**src/rtl/stack_pkg.sv**
```systemverilog
// Shared types and default sizes for the stack engine.
// Latency: n/a (declarations only).
// Backpressure: n/a.
package stack_pkg;

  localparam int STK_DATA_W = 10;
  localparam int STK_ADDR_W = 8;
  localparam int STK_DEPTH  = 1 << STK_ADDR_W;

  typedef enum logic [1:0] {
    PUSH = 2'd0,
    POP  = 2'd1,
    PEEK = 2'd2,
    LOAD = 2'd3
  } op_t;

  typedef enum logic [1:0] {
    IDLE  = 2'd0,
    WRITE = 2'd1,
    READ  = 2'd2,
    RESP  = 2'd3
  } state_t;

endpackage

```
**src/rtl/stack_engine.sv**
```systemverilog
// Purpose: downward-growing stack sequencer in front of a 1-cycle sync-read scratch RAM.
// Latency: PUSH occupies 2 cycles; POP/PEEK raise rsp_valid 2 cycles after accept; LOAD is single-cycle.
// Backpressure: cmd_ready only in IDLE; a response holds in RESP until rsp_ready.
//
// Ports:
//   clk, rst_n                 clock, synchronous active-low reset
//   cmd_valid/cmd_ready        command handshake; cmd_op (op_t), cmd_data (push data / LOAD pointer)
//   rsp_valid/rsp_ready        popped/peeked word on rsp_data
//   mem_addr/mem_we/mem_wdata  registered RAM request; mem_rdata returns one cycle after mem_addr
//   sp, count, empty, full     pointer and occupancy status
//   err                        sticky misuse flag
// Build option: STACK_ERR_EN -- guards PUSH-when-full / POP-or-PEEK-when-empty and drives err.
//   Without it, overflowing pushes overwrite (count saturates) and empty pops read mem[sp].
module stack_engine
  import stack_pkg::*;
#(
  parameter int DATA_W = STK_DATA_W,
  parameter int ADDR_W = STK_ADDR_W
) (
  input  logic              clk,
  input  logic              rst_n,
  input  logic              cmd_valid,
  output logic              cmd_ready,
  input  logic [1:0]        cmd_op,
  input  logic [DATA_W-1:0] cmd_data,
  output logic              rsp_valid,
  input  logic              rsp_ready,
  output logic [DATA_W-1:0] rsp_data,
  output logic [ADDR_W-1:0] mem_addr,
  output logic              mem_we,
  output logic [DATA_W-1:0] mem_wdata,
  input  logic [DATA_W-1:0] mem_rdata,
  output logic [ADDR_W-1:0] sp,
  output logic [ADDR_W:0]   count,
  output logic              empty,
  output logic              full,
  output logic              err
);

  localparam logic [ADDR_W-1:0] ONE_A    = 1;
  localparam logic [ADDR_W:0]   ONE_C    = 1;
  localparam logic [ADDR_W:0]   FULL_CNT = {1'b1, {ADDR_W{1'b0}}};

  state_t              r_state;
  logic [ADDR_W-1:0]   r_sp;
  logic [ADDR_W:0]     r_count;
  logic [ADDR_W-1:0]   r_mem_addr;
  logic                r_mem_we;
  logic [DATA_W-1:0]   r_mem_wdata;
  logic                r_rsp_valid;
  logic [DATA_W-1:0]   r_rsp_data;

  op_t                 w_op;
  logic                w_empty;
  logic                w_full;
  logic [ADDR_W-1:0]   w_sp_dec;
  logic [ADDR_W-1:0]   w_sp_inc;
  logic [ADDR_W-1:0]   w_load_sp;
  logic [ADDR_W-1:0]   w_load_neg;

  assign w_op       = op_t'(cmd_op);
  assign w_empty    = (r_count == '0);
  assign w_full     = (r_count == FULL_CNT);
  assign w_sp_dec   = r_sp - ONE_A;
  assign w_sp_inc   = r_sp + ONE_A;
  assign w_load_sp  = cmd_data[ADDR_W-1:0];
  // (DEPTH - sp) mod DEPTH is just the two's complement of sp in ADDR_W bits,
  // so loading 0 yields an empty stack.
  assign w_load_neg = ~w_load_sp + ONE_A;

`ifdef STACK_ERR_EN
  logic r_err;
  // Set when a guarded POP/PEEK on empty must return zero instead of RAM data.
  logic r_rd_zero;
`endif

  always_ff @(posedge clk) begin
    if (!rst_n) begin
      r_state     <= IDLE;
      r_sp        <= '0;
      r_count     <= '0;
      r_mem_addr  <= '0;
      r_mem_we    <= 1'b0;
      r_mem_wdata <= '0;
      r_rsp_valid <= 1'b0;
      r_rsp_data  <= '0;
`ifdef STACK_ERR_EN
      r_err       <= 1'b0;
      r_rd_zero   <= 1'b0;
`endif
    end else begin
      // Write strobe lasts exactly the WRITE cycle.
      r_mem_we <= 1'b0;
      case (r_state)
        IDLE: begin
          if (cmd_valid) begin
            case (w_op)
              PUSH: begin
                r_state <= WRITE;
`ifdef STACK_ERR_EN
                if (w_full) begin
                  r_err <= 1'b1;
                end else begin
                  r_sp        <= w_sp_dec;
                  r_count     <= r_count + ONE_C;
                  r_mem_addr  <= w_sp_dec;
                  r_mem_wdata <= cmd_data;
                  r_mem_we    <= 1'b1;
                end
`else
                r_sp        <= w_sp_dec;
                r_mem_addr  <= w_sp_dec;
                r_mem_wdata <= cmd_data;
                r_mem_we    <= 1'b1;
                if (!w_full) r_count <= r_count + ONE_C;
`endif
              end
              POP, PEEK: begin
                r_state <= READ;
`ifdef STACK_ERR_EN
                if (w_empty) begin
                  r_err     <= 1'b1;
                  r_rd_zero <= 1'b1;
                end else begin
                  r_rd_zero  <= 1'b0;
                  r_mem_addr <= r_sp;
                  if (w_op == POP) begin
                    r_sp    <= w_sp_inc;
                    r_count <= r_count - ONE_C;
                  end
                end
`else
                r_mem_addr <= r_sp;
                if (w_op == POP) begin
                  r_sp <= w_sp_inc;
                  if (!w_empty) r_count <= r_count - ONE_C;
                end
`endif
              end
              LOAD: begin
                r_sp    <= w_load_sp;
                r_count <= {1'b0, w_load_neg};
              end
              default: r_state <= IDLE;
            endcase
          end
        end
        WRITE: r_state <= IDLE;
        READ: begin
          r_rsp_valid <= 1'b1;
`ifdef STACK_ERR_EN
          r_rsp_data  <= r_rd_zero ? '0 : mem_rdata;
`else
          r_rsp_data  <= mem_rdata;
`endif
          r_state     <= RESP;
        end
        RESP: begin
          if (rsp_ready) begin
            r_rsp_valid <= 1'b0;
            r_state     <= IDLE;
          end
        end
        default: r_state <= IDLE;
      endcase
    end
  end

  assign cmd_ready = (r_state == IDLE);
  assign rsp_valid = r_rsp_valid;
  assign rsp_data  = r_rsp_data;
  assign mem_addr  = r_mem_addr;
  assign mem_we    = r_mem_we;
  assign mem_wdata = r_mem_wdata;
  assign sp        = r_sp;
  assign count     = r_count;
  assign empty     = w_empty;
  assign full      = w_full;
`ifdef STACK_ERR_EN
  assign err       = r_err;
`else
  assign err       = 1'b0;
`endif

endmodule

```
**config.mk**
```make
export PLATFORM = sky130hd
export DESIGN_NAME = stack_engine
export DESIGN_NICKNAME = d
export VERILOG_FILES = /design/src/rtl/stack_pkg.sv /design/src/rtl/stack_engine.sv
export SDC_FILE = /design/constraint.sdc
export NUM_CORES = 1
export LEC_CHECK = 0
export CAP_MARGIN = 15
export CORE_MARGIN = 4
export CORE_UTILIZATION = 49
export DETAILED_ROUTE_END_ITERATION = 10
export GPL_TIMING_DRIVEN = 0
export MAX_ROUTING_LAYER = met4
export PLACE_DENSITY = 0.92
export SETUP_SLACK_MARGIN = 0.05
export SYNTH_ARGS = -nofsm -noshare
export SYNTH_HDL_FRONTEND = slang
export SYNTH_SLANG_ARGS = --single-unit
export TNS_END_PERCENT = 1
```
**constraint.sdc**
```tcl
create_clock -name clk -period 2.55 [get_ports clk]
set_input_delay 0.51 -clock clk [delete_from_list [all_inputs] [get_ports clk]]
set_output_delay 0.51 -clock clk [all_outputs]
set_load 0.01 [all_outputs]
```
Word-level counts from Yosys, hierarchy flattened
Cells that the tools add are included.

word-level totals
  register bits after elaboration = 49
  input port bits = 26
  output and inout port bits = 51
  logic and storage cells = 54

operators by class
  add/subtract/negate cells = 5
  eq/ne operators = 13
  multiplexer cells = 14
  bitwise logic cells = 1
  reduce and logical (&&, ||, !) cells = 13

operators by type and width
  cell                                                                     count
  9-bit two-way mux                                                        3
  9-bit one-hot mux with 3 select lines                                    1
  8-bit one-hot mux with 3 select lines                                    1
  8-bit by 1-bit adder with 8-bit output, second input constant            2
  8-bit one-hot mux with 2 select lines                                    1
  3-bit AND reduction                                                      5
  2-bit inequality test, second input constant                             5
  9-bit by 1-bit adder with 9-bit output, second input constant            1
  9-bit == test, second input constant                                     1
  9-bit logical NOT                                                        1
  9-bit by 1-bit subtractor with 9-bit output, second input constant       1
  2-bit == test, second input constant                                     4
  8-bit two-way mux                                                        1
  8-bit NOT                                                                1
  2-bit one-hot mux with 4 select lines                                    1
  8-bit by 1-bit subtractor with 8-bit output, second input constant       1
  5-bit AND reduction                                                      1
  2-bit by 1-bit == test with 1-bit output, second input constant          2
  2-bit logical NOT                                                        2
  2-bit two-way mux                                                        2
  2-bit one-hot mux with 2 select lines                                    1
  2-bit nonzero test                                                       2
  3-bit by 1-bit inequality test with 1-bit output, second input constant  1
  1-bit two-way mux                                                        2
  other kinds (3)                                                          3

Longest topological paths before layout
  depth after elaboration = 5
  depth in mapped cells = 9
  gate-level depth less buffers = 8

Least setup slack after synthesis
OpenSTA, ideal clock, no wires.

  path type = input to register
  from = in cmd_op[0]
  to = reg r_count[7] (netlist: count[7])
  library setup time = 0.070 ns
  arrival = 2.276 ns
  data required time = 2.480 ns
  path slack = 0.205 ns
  stages on the path = 8
  path buffers = 0
  cells stage by stage = inv_1 > ha_1 > ha_1 > a211oi_1 > nor2_1 > a311o_1 > a32o_1 > a21oi_1

on the way
  cells in the longest elaborated chain, start to end = 4
  elaborated cells between the ends (all ways) = 10
  those cells by class = eq/ne (6); mux (1); reduce/logical (3)

RTL lines
  item                                                                       line                                     text
  from (decl)                                                                stack_engine.sv:24                       input logic [1:0] cmd_op,
  2-bit by 1-bit == test with 1-bit output or 2-bit == test (tied branches)  stack_engine.sv:97, stack_engine.sv:134
  2-bit OR reduction                                                         stack_engine.sv:97                       case (w_op)
  2-bit inequality test (no source line)                                     n/a
  5-bit AND reduction (no source line)                                       n/a
  to (signal assigned)                                                       stack_engine.sv:115                      if (!w_full) r_count <= r_count + ONE_C;
  to (signal assigned)                                                       stack_engine.sv:136                      if (!w_empty) r_count <= r_count - ONE_C;
  to (signal assigned)                                                       stack_engine.sv:142                      r_count <= {1'b0, w_load_neg};
  to (decl)                                                                  stack_engine.sv:46                       logic [ADDR_W:0] r_count;

Parallel ways exist; a longest one is shown, timed or not.
A chain may end at the register's enable or synchronous reset.

Worst setup path in the final report
Ends and elaborated chain as after synthesis.

==> out/metrics.csv <==
metric,value,unit
outcome,"complete, but fails checks",
failing checks,negative setup slack,
slew margin rel.,57.6,%
# diodes,0,
CTS tree,yes,
CTS H-tree lvls,2,
GRT Residual Overflow,0,
Filler cells,434,
"Seq/Total Area, Yosys",34.4,%
final slew viol count,0,
Worst Tran Pin Value,0.634,ns
HPWL Detailed,6190,um
"EDFF count, synth",0,
Mapped Nets,404,
P_leak,0.00144,uW
final period utilization,102,%
Root Buffer,clkbuf_8,
final net count,485,
fraction of registers with async set/reset,0,%
Synth top area share,34.4,%
hold_buf cts,0,
RR Startpoint,sp[0],
area delta synth->final,34.9,%
Synth cell types,55,
remaining antenna violation count,0,
Syn Area/Cell,7.86,um^2
clk slew on worst S/H paths,0.10,ns
Critical Path Start,cmd_op[0],
FF-to-FF End,mem_addr[6],
WP data arrival,2.86,ns
synthesized instance count,363,
Critical Path RT,2.80,ns
Starting Density,51.2,%
first-pass GRT wire length,13700,um
clock latency on the worst-skew pair,0.31,ns
Clock Skew,0.00656,ns
number of global-route vias before repair,2881,
Die W,84.3,um
final setup vio count,1,
Reg2Reg Setup Slack,0.51,ns
min Tclk post-route,2.61,ns
dpl cell area,3690,um^2
prevailing post-synth register cell,dfxtp_1,
post-DR wirelength/cell,15.9,um
drt pass-1 iters,6,
CP startpoint kind,input pin,
DIE HEIGHT,84.3,um
f_max,384,MHz
Area contributors post-synth,"dfxtp_1 (34%), nand2_1 (7.2%), a21oi_1 (7.0%), ha_1 (6.1%), nor2_1 (4.9%)",
R2R cell count,7,
footprint of the multi-input gates,1740,um^2
routed wire length,8210,um
Mapped Area,2850,um^2
IO Port Bufs,75,
CP Max Fanout,10,
GPL Wtd Cong,0.917,
most instantiated cells after synthesis,"nand2_1 (55), dfxtp_1 (49), a21oi_1 (40)",
Pwr Total,2390,uW
Worst setup endpoint,count[7],
worst setup margin,-0.0566,ns
most instantiated library cell after synthesis,nand2_1,
post-route cell area,3850,um^2
via count,3035,
register area,982,um^2
Bufs on Longest Clock Path,2,
Setup CP Type,in -> reg,
CTS Buf Count,5,
RSZ-0062 raised after global routing,yes,
Sink Count,49,
Hold Crit Class,reg -> reg,
share of cells above drive strength 1,8.31,%
Post-CTS Setup Inserts,0,
largest net degree at the start of global routing,17,
Peak VDD IR,0.444,mV
GRT Total Usage,23.8,%
Rows,27,
Max-Cap Viols,0,
Seq cells post-synth,49,
1st-iter DRT viols,333,
Die Footprint,7110,um^2
vias per cell,5.87,
core footprint,5570,um^2
Setup crit end kind,register,
Synth Warn #,0,
pre-CTS setup slack,-0.587,ns
PwrDens,620,nW/um^2
Yosys top cell by area,dfxtp_1,
IO Pins,77,
initial antenna violation count,0,
Final Hold Viols,0,
number of remaining DRC errors,0,
==> worst min-delay path by stage <==
stage | from | endpoint | slack (ns) | cells past startpoint
6_report | rsp_data[7] | rsp_data[7] | 0.46 | 2
5_1_grt | mem_wdata[9] | mem_wdata[9] | 0.48 | 2
4_1_cts | rsp_data[7] | rsp_data[7] | 0.46 | 2
3_5_place_dp | rsp_data[3] | rsp_data[3] | 0.45 | 2
3_3_place_gp | rsp_data[7] | rsp_data[7] | 0.44 | 2
2_1_floorplan | mem_wdata[0] | mem_wdata[0] | 0.48 | 2
==> registers in the layout (all words and copies together) (netlist names) <==
register   flops
r_state        2
count          9
mem_we         1
rsp_valid      1
mem_wdata     10
rsp_data      10
sp             8
mem_addr       8
==> placed cells by master, fill, tap and decap left out, drive strengths merged, types with 3 or more instances in the layout <==
cell type | synthesis | final
a211oi | 12 | 12
a21oi | 40 | 40
a221oi | 7 | 7
a31oi | 7 | 7
buf | 9 | 9
clkbuf | 16 | 20
clkdlybuf4s50 | 0 | 73
dfxtp | 49 | 49
ha | 14 | 14
inv | 11 | 11
mux2i | 6 | 6
nand2 | 55 | 55
nand2b | 6 | 6
nand3 | 8 | 8
nor2 | 39 | 39
nor3 | 6 | 6
nor4 | 4 | 4
o21ai | 14 | 14
or3 | 3 | 3
or4 | 4 | 4
xnor2 | 15 | 15
xor2 | 6 | 6
==> per-stage QoR <==
step | setup TNS [ns] | instances | utilization, % | hold WS (ns)
after floorplan | 0 | 363 | - | 0.481
after detailed placement | -8.42 | 510 | 66.3 | 0.447
after global routing | -0.100 | 517 | 69.0 | 0.478
after CTS | 0 | 517 | 68.8 | 0.460
after global placement | -5.78 | 510 | 66.3 | 0.442
final | -0.0566 | 517 | 69.0 | 0.458
==> report_power, final <==
part	leakage [uW]	switching (uW)	internal (uW)	total, uW
logic	0.000989	466	442	908
registers	0.000401	67.4	837	904
clock network	0.0000543	282	294	576
total	0.00144	816	1570	2390
==> cells by family (layout without fill, tap and decap cells) <==
kind of cell | count (synthesis) | after routing | share of synthesized area, %
AO/OA/AOI/OAI | 97 | 97 | 21.4
XOR/XNOR | 21 | 21 | 6.45
adder cells (fa/ha/maj) | 15 | 15 | 6.84
buffers and inverters | 36 | 118 | 5.83
flip-flops | 49 | 49 | 34.4
multiplexers | 6 | 6 | 2.11
other | 1 | 1 | 0.131
AND/OR/NAND/NOR | 138 | 138 | 22.9
==> final cells by class <==
cell class	instances	share of cell area, %
clock inverters	3	1.20
well taps	72	2.34
plain buffers	24	3.32
flip-flops and latches	49	25.5
clock buffers	5	1.79
inverters	11	1.07
repair buffers	75	19.4
multi-input cells	278	45.3
==> layer usage <==
layer | routed length [um] | vias to the layer above | part of all wire [%] | global-route usage [%]
met2 | 4010 | 166 | 49 | 38.6
li1 | - | 1438 | - | -
met1 | 3400 | 1414 | 41 | 29.8
met3 | 694 | 17 | 8.5 | 6.18
met4 | 105 | 0 | 1.3 | 5.12
met5 | 0 | - | 0 | -
==> worst max-delay path, cell delays in order <==
cell	delay, ns
clkdlybuf4s50_1	0.52
inv_1	0.10
ha_4	0.36
ha_1	0.26
a211oi_1	0.25
nor2_1	0.14
a311o_1	0.37
a32o_1	0.21
a21oi_1	0.12
==> repair_timing <==
item | 4_1_cts | 5_1_grt
gates resized for setup | 11 | 7
pin swaps | 1 | 1
endpoints found under the setup margin | 20 | 8
No activity file was read; power rests on OpenSTA's default activity.
